### src/rtl/inst_queue_pkg.sv
// Shared constants, entry type and helpers for the IF->ID instruction queue.
package inst_queue_pkg;

    localparam int IQ_DEPTH     = 16;
    localparam int IQ_ENTRY_WD  = 64;
    localparam int FETCH_BUS_WD = 1 + 2 + 32 + 64;

    typedef struct packed {
        logic [31:0] pc;
        logic [31:0] inst;
    } iq_entry_t;

    function automatic logic [1:0] mask_count(input logic [1:0] mask);
        return {1'b0, mask[0]} + {1'b0, mask[1]};
    endfunction

endpackage

### src/rtl/inst_queue_ram.sv
// Entry storage for the instruction queue: two write ports, two asynchronous read ports.
module inst_queue_ram
    import inst_queue_pkg::*;
#(
    parameter int DEPTH = IQ_DEPTH,
    parameter int PTR_W = $clog2(DEPTH)
) (
    input  logic             clk,
    input  logic             we0,
    input  logic [PTR_W-1:0] waddr0,
    input  iq_entry_t        wdata0,
    input  logic             we1,
    input  logic [PTR_W-1:0] waddr1,
    input  iq_entry_t        wdata1,
    input  logic [PTR_W-1:0] raddr0,
    input  logic [PTR_W-1:0] raddr1,
    output iq_entry_t        rdata0,
    output iq_entry_t        rdata1
);

    iq_entry_t mem [DEPTH];

    // The top guarantees waddr0 != waddr1 whenever both enables are high.
    always_ff @(posedge clk) begin
        if (we0) mem[waddr0] <= wdata0;
        if (we1) mem[waddr1] <= wdata1;
    end

    assign rdata0 = mem[raddr0];
    assign rdata1 = mem[raddr1];

endmodule

### src/rtl/inst_queue.sv
// Instruction queue between fetch and decode: packs valid fetch slots into a circular
// FIFO and presents the two oldest entries to ID.
module inst_queue
    import inst_queue_pkg::*;
#(
    parameter int DEPTH = IQ_DEPTH,
    parameter int PTR_W = $clog2(DEPTH)
) (
    input  logic        clk,
    input  logic        resetn,
    input  logic        flush,
    input  logic        fetch_valid,
    input  logic [1:0]  fetch_mask,
    input  logic [31:0] fetch_pc,
    input  logic [63:0] fetch_inst,
    output logic        iq_stall,
    output logic        out_valid1,
    output logic [31:0] out_pc1,
    output logic [31:0] out_inst1,
    output logic        out_valid2,
    output logic [31:0] out_pc2,
    output logic [31:0] out_inst2,
    input  logic [1:0]  id_pop
);

    localparam logic [PTR_W:0] DEPTH_C   = (PTR_W+1)'(DEPTH);
    localparam logic [PTR_W:0] STALL_TH  = (PTR_W+1)'(DEPTH - 2);
    localparam logic [PTR_W:0] TWO_C     = (PTR_W+1)'(2);

    logic [PTR_W-1:0] head, tail;
    logic [PTR_W:0]   count;

    logic [PTR_W:0]   free_cnt;
    logic [1:0]       req_push, npush, npop;
    iq_entry_t        entry_a, entry_b, rd1, rd2;

    assign free_cnt = DEPTH_C - count;
    assign req_push = fetch_valid ? mask_count(fetch_mask) : 2'd0;

    // Slots beyond the free space are dropped so the pointers can never overrun.
    always_comb begin
        npush = req_push;
        if ({{(PTR_W-1){1'b0}}, req_push} > free_cnt) npush = free_cnt[1:0];
        npop = id_pop;
        if ({{(PTR_W-1){1'b0}}, id_pop} > count) npop = count[1:0];
    end

    // A lone upper slot is packed down to the tail position.
    assign entry_a = fetch_mask[0] ? '{pc: fetch_pc, inst: fetch_inst[31:0]}
                                   : '{pc: fetch_pc + 32'd4, inst: fetch_inst[63:32]};
    assign entry_b = '{pc: fetch_pc + 32'd4, inst: fetch_inst[63:32]};

    inst_queue_ram #(.DEPTH(DEPTH), .PTR_W(PTR_W)) u_ram (
        .clk    (clk),
        .we0    (~flush & (npush != 2'd0)),
        .waddr0 (tail),
        .wdata0 (entry_a),
        .we1    (~flush & (npush == 2'd2)),
        .waddr1 (tail + PTR_W'(1)),
        .wdata1 (entry_b),
        .raddr0 (head),
        .raddr1 (head + PTR_W'(1)),
        .rdata0 (rd1),
        .rdata1 (rd2)
    );

    always_ff @(posedge clk) begin
        if (!resetn || flush) begin
            head  <= '0;
            tail  <= '0;
            count <= '0;
        end else begin
            tail  <= tail + PTR_W'(npush);
            head  <= head + PTR_W'(npop);
            count <= count + (PTR_W+1)'(npush) - (PTR_W+1)'(npop);
        end
    end

    assign iq_stall   = count > STALL_TH;
    assign out_valid1 = (count != '0) & ~flush;
    assign out_valid2 = (count >= TWO_C) & ~flush;
    assign out_pc1    = rd1.pc;
    assign out_inst1  = rd1.inst;
    assign out_pc2    = rd2.pc;
    assign out_inst2  = rd2.inst;

endmodule

### config.mk
export PLATFORM = sky130hd
export DESIGN_NAME = inst_queue
export DESIGN_NICKNAME = d
export VERILOG_FILES = /design/src/rtl/inst_queue_pkg.sv /design/src/rtl/inst_queue_ram.sv /design/src/rtl/inst_queue.sv
export SDC_FILE = /design/constraint.sdc
export NUM_CORES = 2
export LEC_CHECK = 0
export ABC_AREA = 1
export CAP_MARGIN = 25
export CORE_MARGIN = 2
export CORE_UTILIZATION = 39
export DETAILED_ROUTE_END_ITERATION = 6
export DONT_BUFFER_PORTS = 1
export GPL_TIMING_DRIVEN = 1
export HOLD_SLACK_MARGIN = 0.12
export PLACE_DENSITY = 0.54
export SLEW_MARGIN = 10
export SYNTH_ARGS = -nofsm -noshare
export SYNTH_HDL_FRONTEND = slang
export SYNTH_HIERARCHICAL = 1
export SYNTH_SLANG_ARGS = --single-unit
### constraint.sdc
create_clock -name clk -period 11.6 [get_ports clk]
set_input_delay 2.32 -clock clk [delete_from_list [all_inputs] [get_ports clk]]
set_output_delay 2.32 -clock clk [all_outputs]
set_load 0.005 [all_outputs]
== Word level (Yosys, flattened, before mapping) ==
Memory sizes are Yosys's and may differ from the RTL's. A register that Yosys moved wholly into a read port is not among the register bits.
Index checks and enable logic that the tools add are counted.
Cells by class
  add/subtract/negate cells: 9
  $lt $le $gt $ge: 4
  equality and inequality tests: 1
  mux-type cells: 9
  bitwise operators: 5
  reduce and logical (&&, ||, !) cells: 4
Operators by type and width (number)
  $mux 64: 1
  $add 32x3->32 const B: 1
  $gt 2x5->1: 2
  $add 4x1->4 const B: 2
  $add 4x2->4: 2
  $mux 2: 3
  $add 5x2->5: 1
  $ge 5x2->1 const B: 1
  $gt 5x4->1 const B: 1
  $reduce_bool 5->1: 1
  $sub 5x2->5: 1
  $sub 5x5->5 const A: 1
  $and 1x1->1: 4
  $mux 1: 4
  $mux 4: 1
  $add 1x1->2: 1
  $eq 2x2->1 const B: 1
  $reduce_bool 2->1: 1
  $logic_not 1->1: 1
  $logic_or 1x1->1: 1
  $not 1->1: 1
Word-level totals
  flip-flop bits (word level): 13
  memory bits (writable): 1024
  output and inout bits: 131
  logic and storage cells: 36
  memories: 1
Memories
  u_ram.mem: words 16, width 64, rd ports 2, clocked after memory_dff 1, write ports 2, line inst_queue_ram.sv:21  | iq_entry_t mem [DEPTH];

== Longest topological paths before layout ==
  depth in word-level cells: 8
  gate-level depth with buffers: 22
  gate-level depth less buffers: 22

== Cells and area by module ==
Netlist, hierarchy kept.
By module, submodules not included
  inst_queue_ram: times used 1, cells each 9041, area an instance 64757.1 µm², seq. area each 30749.5 µm²
  inst_queue: times used 1, cells each 528, area an instance 2916.5 µm², seq. area each 260.2 µm²

== Worst setup path before layout ==
Ideal clock, no wire load.
  path type: input -> register
  start point: input port fetch_mask[0]
  end point: memory u_ram/mem[2][0] (netlist bit) (enable)
  library setup time: 574 ps
  arrival: 8391 ps
  setup slack: 2634 ps
  stages on the path: 12
  path buffers: 0
  path through: ha_1 -> nand2_1 -> ha_1 -> nand2_1 -> nand2_1 -> inv_1 -> nand3_1 -> o21ai_0 -> nand2_1 -> a21oi_1 -> nand3_1 -> o21ai_0
RTL lines
  start: declaration: line inst_queue.sv:13  | input logic [1:0] fetch_mask,
  end: declaration: line inst_queue_ram.sv:21

==> metrics.csv <==
stage;metric;value;unit
global_routing;grt_max_degree;211;
power;total_leakage_power;0.03278;µW
setup_path;crit_slowest_cell;buf_4;
placed_design;io_buffers;0;
final_layout;syn_to_final_growth;6.931;%
setup_path;worstSetupPathType;primary input to flip-flop;
detailed_routing;ant_nets;0;
detailed_routing;vias;64760;
timing;final.setup_skew;0.03059;ns
global_routing;grt_pass1_vias;60560;
final_layout;final_nets;9072;
outcome;failed_checks;DRC;
outcome;status;complete, but fails checks;
setup_path;rrSetupSlack;5.38;ns
setup_path;path_max_fanout;60;
clock_tree;numCtsBuffers;120;
floorplan;die-area;176900;µm²
placed_design;hpwl;148.1;mm
hold_path;hold_path_class;flip-flop to flip-flop;
setup_path;r2r-end;u_ram/mem[6][33];
setup_path;path_cells;ha_1 -> nand2_1 -> inv_1 -> ha_1 -> nand2_1 -> nand2_1 -> inv_1 -> nand3_1 -> nor2_1 -> nand2_1 -> nand2_1 -> nand2_1 -> nor2_1 -> nand2_1 -> inv_1 -> nand2_4 -> o21ai_4 -> buf_4 -> buf_4;
floorplan;initial_core_util;0.3936;
timing;setup_slack;4.389;ns
clock_tree;clkTransAtPathRegs;0.06;ns
detailed_routing;wire_per_inst;24.26;µm
flow_run;cap_violations;0;
floorplan;core_area;171900;µm²
clock_tree;cts.htree.levels;3;
hold_path;whs_path_depth;2;
floorplan;die_w;420.6;µm
setup_path;reg2reg_from;count[0];
setup_path;cp-start-kind;primary input;
timing;setup_viol;0;
power;powerDensity;174.4;nW/µm²
detailed_routing;drt_wl_total;275.8;mm
detailed_routing;drtIter0Drc;8150;
timing;max_slew_margin;0.1437;
synthesis;synth.net_count;9701;
detailed_routing;drc_errors;1;
hold_path;hold_start;tail[3];
synthesis;yosysSeqAreaShare;0.4582;
synthesis;synth_seq_cells;1037;
clock_tree;post_cts_buffers;0;
timing;drv_slew;0;
clock_tree;cts_tree;done;
placed_design;place_ws;3.620;ns
setup_path;cp_slowest_stage_delay;0.79;ns
final_layout;final_layout_size_suffix_gt1_frac;0.03862;
synthesis;synthesis.area_per_instance;7.072;µm²
synthesis;ys_types;35;
timing;finalHoldViolCount;0;
timing;worstMarginPinSlew;1.285;ns
power;finalPower;12620;µW
detailed_routing;via_per_inst;5.696;
floorplan;die_h;420.6;µm
power;ir_drop;0.2633;mV
timing;period_share;0.6216;
floorplan;rows;152;
setup_path;cp_common_cell;nand2_1;
setup_path;cp.required;11.99;ns
hold_path;min_to;tail[3];
clock_tree;cts-hold-fix-buffers;0;
timing;rsz0062_at_grt;false;
global_routing;grt_usage;0.3049;
clock_tree;clkLatencyLatePin;0.78;ns
global_routing;grt_pass1_wl;402.2;mm
clock_tree;cts_sinks;1037;
synthesis;synth_area;67670;µm²
synthesis;syn_inst;9569;
clock_tree;cts_root_buf;clkbuf_16;
global_routing;antenna_found_initial;10;
timing;fin_crit;7.211;ns
final_layout;final_area;72360;µm²
detailed_routing;dr.pass1.iters;7;
floorplan;pin_count;235;
global_routing;grt_overflow;0;
setup_path;end_kind;flip-flop;
clock_tree;post_cts_resize_count;0;
setup_path;ff2ff_path_depth;19;
setup_path;critPathArrivalTime;7.61;ns
timing;tns;0;ns
placed_design;place_area;68490;µm²
clock_tree;cts_buffer_depth;3;
timing;fmax;138.7;MHz
placed_design;gp_congestion;0.8691;
synthesis;yosysWarningCount;6;
routing by layer:
layer,up-vias,part of all wire,GRT usage
met5,-,0.000047,0
met4,2,0.057,0.1639
met3,723,0.10,0.05085
met2,3911,0.45,0.4862
met1,30520,0.39,0.3952
li1,29610,-,-
how the worst max path moves through the flow:
stage / from / endpoint / slack, ns / cells past startpoint
floorplan: fetch_mask[0] / u_ram/mem[2][0] / 2.63 / 12
global placement: fetch_mask[0] / u_ram/mem[6][40] / 3.52 / 17
detailed placement: fetch_mask[0] / u_ram/mem[6][40] / 3.62 / 19
CTS: head[0] / out_inst2[23] / 4.40 / 7
global route: fetch_mask[0] / u_ram/mem[6][32] / 4.08 / 19
finish: fetch_mask[0] / u_ram/mem[6][33] / 4.39 / 19
per-stage QoR:
stage                     hold slack [ns]  instances  utilization
final                              0.6185      11370       0.4209
after global routing               0.6295      11370       0.4209
after CTS                          0.5929      11340       0.4198
after detailed placement           0.5838      11120       0.3984
after global placement             0.5725      11120       0.3972
after floorplan                    0.5030       9569            -
cell usage after synthesis (all sizes together):
master | number | area (µm²)
edfxtp | 1024 | 30750
nand3b | 6 | 45.04
xor2 | 20 | 220.2
or2 | 1 | 6.260
nor3b | 1 | 7.510
clkbuf | 405 | 1523
o21ai | 990 | 4955
nand4 | 6 | 37.54
ha | 24 | 300.3
nor3 | 3 | 36.29
fa | 4 | 80.08
nand2 | 3433 | 12930
o21bai | 4 | 30.03
nand3 | 1814 | 9084
dfxtp | 13 | 260.3
buf | 447 | 2029
o22ai | 1 | 6.260
inv | 1162 | 4362
a21oi | 72 | 360.4
nor2 | 133 | 605.6
xnor2 | 4 | 35.03
a21o | 2 | 15.01
state kept, by name (all words and copies together), names as in the netlist:
name / cells
count: 5
head: 4
tail: 4
u_ram/mem: 1024
logic make-up after synthesis:
logic type | count (synthesis) | synth area share
AO/OA/AOI/OAI | 1069 | 0.07930
XOR/XNOR | 24 | 0.003772
adder cells (fa/ha/maj) | 28 | 0.005621
buffers and inverters | 2014 | 0.1169
flip-flops | 1037 | 0.4582
AND/OR/NAND/NOR | 5397 | 0.3361
cell type report:
cell class,count,area [µm²]
clock buffers,151,3162
multi-input cells,6518,29130
repair buffers,101,1159
inverters,1162,4417
flip-flops and latches,1037,31020
fillers,17260,99560
clock inverters,68,530.5
well taps,2310,2890
diodes,22,55.05
where the power goes:
group / total [µW] / internal (µW) / switching, µW
Clock: 3740 / 2080 / 1650
Combinational: 4430 / 1140 / 3290
Sequential: 4450 / 4380 / 71.5
Total: 12600 / 7600 / 5010
cell usage in the layout, fill, tap and decap left out, types with 29 or more instances in the layout:
master,n
nand3_1,1809
clkbuf_16,122
nand2_1,3412
a21oi_1,72
buf_4,75
clkbuf_1,29
o21ai_0,952
edfxtp_1,1024
inv_1,1149
clkinv_1,35
nor2_1,113
critical path: cells and delay by family:
family	cells	cell delay, ns
fa+ha+maj	2	0.47
compound gates	1	0.62
simple gates	11	2.35
buf+inv	5	1.74
Power figures use the tool's default switching activity.
